===== src/rtl/nibble_serial_subtractor.sv =====
// Nibble-serial subtractor: diff = a - b - bin, one 4-bit lookahead slice per cycle.
// Optional OVERFLOW_FLAG_EN adds the ovf port (two's-complement overflow).
module nibble_serial_subtractor #(
   parameter int NIBBLES = 4
) (
   input  logic                   clk,
   input  logic                   rst,
   input  logic                   start,
   input  logic [4*NIBBLES-1:0]   a,
   input  logic [4*NIBBLES-1:0]   b,
   input  logic                   bin,
   output logic [4*NIBBLES-1:0]   diff,
   output logic                   bout,
   output logic                   busy,
   output logic                   done
`ifdef OVERFLOW_FLAG_EN
   ,
   output logic                   ovf
`endif
);

   localparam int W  = 4 * NIBBLES;
   localparam int IW = (NIBBLES > 1) ? $clog2(NIBBLES) : 1;
   localparam logic [IW-1:0] LAST = IW'(NIBBLES - 1);

   typedef enum logic [1:0] {
      IDLE = 2'd0,
      RUN  = 2'd1,
      DONE = 2'd2
   } state_t;

   state_t          state;
   logic [W-1:0]    a_q;
   logic [W-1:0]    b_q;
   logic            c_q;
   logic [IW-1:0]   idx;

   logic [3:0]      sa;
   logic [3:0]      sb;
   logic [3:0]      g;
   logic [3:0]      p;
   logic [4:0]      c;
   logic [3:0]      s;

   // Borrow lookahead: every carry is a flat sum of products of g, p and c_q.
   always_comb begin
      sa   = a_q[4*idx +: 4];
      sb   = b_q[4*idx +: 4];
      g    = ~sa & sb;
      p    = ~(sa ^ sb);
      c[0] = c_q;
      c[1] = g[0]
           | (p[0] & c_q);
      c[2] = g[1]
           | (p[1] & g[0])
           | (p[1] & p[0] & c_q);
      c[3] = g[2]
           | (p[2] & g[1])
           | (p[2] & p[1] & g[0])
           | (p[2] & p[1] & p[0] & c_q);
      c[4] = g[3]
           | (p[3] & g[2])
           | (p[3] & p[2] & g[1])
           | (p[3] & p[2] & p[1] & g[0])
           | (p[3] & p[2] & p[1] & p[0] & c_q);
      s    = sa ^ sb ^ c[3:0];
   end

   always_ff @(posedge clk) begin
      if (rst) begin
         state <= IDLE;
         a_q   <= '0;
         b_q   <= '0;
         c_q   <= 1'b0;
         idx   <= '0;
         diff  <= '0;
         bout  <= 1'b0;
         busy  <= 1'b0;
         done  <= 1'b0;
`ifdef OVERFLOW_FLAG_EN
         ovf   <= 1'b0;
`endif
      end else begin
         unique case (state)
            IDLE: begin
               done <= 1'b0;
               if (start) begin
                  a_q   <= a;
                  b_q   <= b;
                  c_q   <= bin;
                  idx   <= '0;
                  diff  <= '0;
`ifdef OVERFLOW_FLAG_EN
                  ovf   <= 1'b0;
`endif
                  busy  <= 1'b1;
                  state <= RUN;
               end
            end
            RUN: begin
               diff[4*idx +: 4] <= s;
               c_q <= c[4];
               idx <= idx + 1'b1;
               if (idx == LAST) begin
                  bout  <= c[4];
`ifdef OVERFLOW_FLAG_EN
                  ovf   <= (a_q[W-1] ^ b_q[W-1])
                         & (s[3] ^ a_q[W-1]);
`endif
                  done  <= 1'b1;
                  state <= DONE;
               end
            end
            DONE: begin
               done  <= 1'b0;
               busy  <= 1'b0;
               state <= IDLE;
            end
            default: begin
               done  <= 1'b0;
               busy  <= 1'b0;
               state <= IDLE;
            end
         endcase
      end
   end

endmodule


===== config.mk =====
export PLATFORM = sky130hd
export DESIGN_NAME = nibble_serial_subtractor
export DESIGN_NICKNAME = d
export VERILOG_FILES = /design/src/rtl/nibble_serial_subtractor.sv
export SDC_FILE = /design/constraint.sdc
export NUM_CORES = 1
export LEC_CHECK = 0
export ABC_CLOCK_PERIOD_IN_PS = 2530
export BUFFER_PORTS_ARGS = -buffer_cell sky130_fd_sc_hd__buf_2
export CORE_MARGIN = 5
export CORE_UTILIZATION = 54
export CTS_CLUSTER_DIAMETER = 200
export DETAILED_ROUTE_END_ITERATION = 7
export PLACE_DENSITY = 0.88
export SLEW_MARGIN = 20
export SYNTH_ARGS = -nofsm -noshare
export SYNTH_HDL_FRONTEND = slang
export SYNTH_SLANG_ARGS = --single-unit

===== constraint.sdc =====
create_clock -name clk -period 2.53 [get_ports clk]
set_input_delay 0.6325 -clock clk [delete_from_list [all_inputs] [get_ports clk]]
set_output_delay 0.6325 -clock clk [all_outputs]
set_load 0.02 [all_outputs]

==> metrics.md <==
| Metric | Value |
|---|---|
| Status | `finished, final reports clean` |
| Max clock buf depth | `2` |
| Postcts setup bufs | `0` |
| Fill count | `377` |
| Routed WL | `about 5300 um` |
| Iter 0 DRT Violations | `114` |
| # setup viols final | `0` |
| DRC | `0` |
| HP Class | `reg2reg` |
| Count of different cell masters after synthesis | `34` |
| Post-layout min period | `2.30 ns` |
| CTS Sinks | `56` |
| I/O Buffers | `between 50 and 60` |
| Unrepaired setup endpoints after global routing | `false` |
| Routability cong. | `0.783` |
| Die area | `6130 um2` |
| Max Fclk | `0.436 GHz` |
| Ys async rst share | `0` |
| CTS root buf | `clkbuf_8` |
| Worst-Skew Late Latency | `about 0.30 ns` |
| Critical path peak fanout | `6` |
| IO Pins | `between 50 and 60` |
| Internal Power | `0.00136 W` |
| Placed wire-length estimate | `3990 um` |
| Setup TNS | `0 ns` |
| Syn_area_per_cell | `8.90 um2` |
| Detailed Routing Iterations Pass 1 | `5` |
| Setup CP Type | `reg2reg` |
| Number of global-route vias before repair | `2069` |
| Starting density of the core | `0.567` |
| Worst Skew | `around 0.0063 ns` |
| Synth Instances | `283` |
| Final period utilization | `0.908` |
| Crit. End Element | `flip-flop` |
| Nets | `approximately 380` |
| Clock transition at path regs | `0.10 ns` |
| YS warnings | `0` |
| Largest net degree at the start of global routing | `37` |
| Synth Flop Type | `dfxtp_1` |
| Total number of vias | `roughly 2100` |
| Net Sw Frac | `0.262` |
| Row cnt | `24` |
| DP Cell Count | `around 380` |
| FF+latch count, synth | `56` |
| Die Y-Extent | `78.3 um` |
| Global route total overflow | `0` |
| Post-synth EDFFs | `0` |
| Post-DR vias/cell | `5.42` |
| Arrival time at the worst endpoint | `2.47 ns` |
| LEAKAGE | `1.22 nW` |
| DR WL/cell | `13.9 um` |
| CTS H-tree lvls | `2` |
| Layout area overhead | `15.8%` |
| Final hold vios | `0` |
| Power Density | `630 nW/um2` |
| Layout cells sized above 1 | `0.247` |
| Slew @ Worst Pin | `0.616 ns` |
| Antenna Cells | `0` |
| Routed Antenna Nets | `0` |
| Num CTS Buffers | `5` |
| Max-cap violation count | `0` |
| Clock power frac | `0.309` |
| Comb pwr share | `0.171` |
| Core Region | `4440 um2` |
| Mapped Area | `2520 um2` |
| Finished Layout Cells | `384` |
| First-pass GRT wire length | `9340 um` |
| Final Max Slew Viols | `0` |
| Startpoint Class | `flip-flop` |
| CTS tree | `built` |
| Crit path required time | `2.70 ns` |
| Initial antenna violation count | `0` |
| Syn Nets | `approximately 330` |
| Slew HR | `0.589` |
| Die width | `78.3 um` |
| Reg power frac | `0.520` |
| Net Sw Power | `0.000482 W` |
| Overall Global Routing Usage | `0.185` |
| Seq/Total Area, Yosys | `0.445` |
| Peak VDD IR | `0.351 mV` |
## flip-flops by register name (all words and copies together) (netlist names)
name / cells
a_q: 16
b_q: 16
bout: 1
busy: 1
c_q: 1
diff: 16
done: 1
idx: 2
state: 2
## through the flow
step / util / hold WS [ns] / power, W / instance area (um2) / worst slack (ns)
2_1_floorplan: - / 0.433 / 0.00120 / 2520 / 0.263
3_3_place_gp: 0.631 / 0.442 / 0.00127 / 2800 / 0.245
3_5_place_dp: 0.631 / 0.447 / 0.00128 / 2800 / 0.0988
4_1_cts: 0.655 / 0.460 / 0.00185 / 2910 / 0.0748
5_1_grt: 0.657 / 0.480 / 0.00193 / 2920 / 0.0150
6_report: 0.657 / 0.458 / 0.00184 / 2920 / 0.234
## power groups by stage
stage	registers, W	clock network, W	logic (W)
after CTS	0.000956	0.000586	0.000312
final	0.000956	0.000568	0.000315
after global placement	0.000975	0	0.000298
after detailed placement	0.000976	0	0.000309
after global routing	0.000963	0.000616	0.000347
after floorplan	0.000969	0	0.000233
## cells in the mapped netlist, drive strengths merged (3+ instances only)
cell	number	area share
a21o	4	0.012
a21oi	41	0.083
a2bb2oi	7	0.024
buf	9	0.028
clkbuf	10	0.015
dfxtp	56	0.44
ha	9	0.045
inv	8	0.012
mux4	8	0.071
nand2	72	0.11
nand2b	6	0.015
nand3b	9	0.027
nor2	14	0.022
o21ai	3	0.0060
o31ai	8	0.024
## repair_timing
| item | in CTS | in global routing |
|---|---|---|
| setup endpoints to repair | 0 | 9 |
| hold buffers | 0 | 0 |
| resized for setup | 0 | 2 |
## metal layers
metal  global-route usage  wire (um)  share of wire  vias up
li1                     -          -              -     1062
met1                0.227       2370           0.45      960
met2                0.330       2630           0.49       55
met3               0.0412        273          0.051        5
met4               0.0402         49         0.0092        0
met5                    0          0              0        -
## worst max-delay path: stages (launching register included)
cell and delay, ns:
dfxtp_2 0.43, mux4_2 0.52, inv_1 0.12, ha_1 0.26, a211oi_2 0.26, nor2_1 0.09
xor2_1 0.35, o31ai_1 0.13
## placed cells by master (no fill, tap or decap), types with 2 or more instances in the layout
master | Yosys | final
a21o_1 | 4 | 4
a21oi_1 | 40 | 40
a2bb2oi_1 | 7 | 7
buf_2 | 3 | 54
buf_4 | 3 | 5
clkbuf_8 | 0 | 5
dfxtp_1 | 56 | 55
ha_1 | 9 | 9
inv_1 | 8 | 8
mux4_2 | 8 | 8
nand2_1 | 72 | 72
nand2b_1 | 6 | 6
nand3_1 | 2 | 2
nand3b_1 | 9 | 9
nand4_1 | 2 | 2
nor2_1 | 13 | 13
nor2b_1 | 2 | 2
o21ai_0 | 3 | 3
o21bai_1 | 2 | 2
o31ai_1 | 8 | 8
## logic make-up after synthesis
family                     Yosys count  share of synthesized area
muxes                                8                     0.0715
xor gates and xnor gates             3                     0.0104
DFF                                 56                      0.445
AOI/OAI and AO/OA                   70                      0.173
and+or+nand+nor                    109                      0.192
adders and majority gates           10                     0.0526
buffers and inverters               27                     0.0556
## path summary, 6_finish.rpt
| check | from | slack [ns] | endpoint | cells past startpoint |
|---|---|---|---|---|
| worst max-delay path | idx[0] | 0.23 | diff[6] | 7 |
| worst min-delay path | b_q[12] | 0.46 | b_q[12] | 2 |
| worst max register to register | idx[0] | 0.23 | diff[6] | 7 |
| worst min register to register | b_q[12] | 0.46 | b_q[12] | 2 |
## final cells by class
cell class	instances	area, um2	area share
well taps	52	65.1	0.0223
clock inverters	2	35.0	0.0120
flip-flops and latches	56	1120	0.384
clock buffers	6	72.6	0.0249
inverters	8	30.0	0.0103
repair buffers	60	328	0.112
multi-input cells	200	1270	0.434
Power figures use the tool's default switching activity.
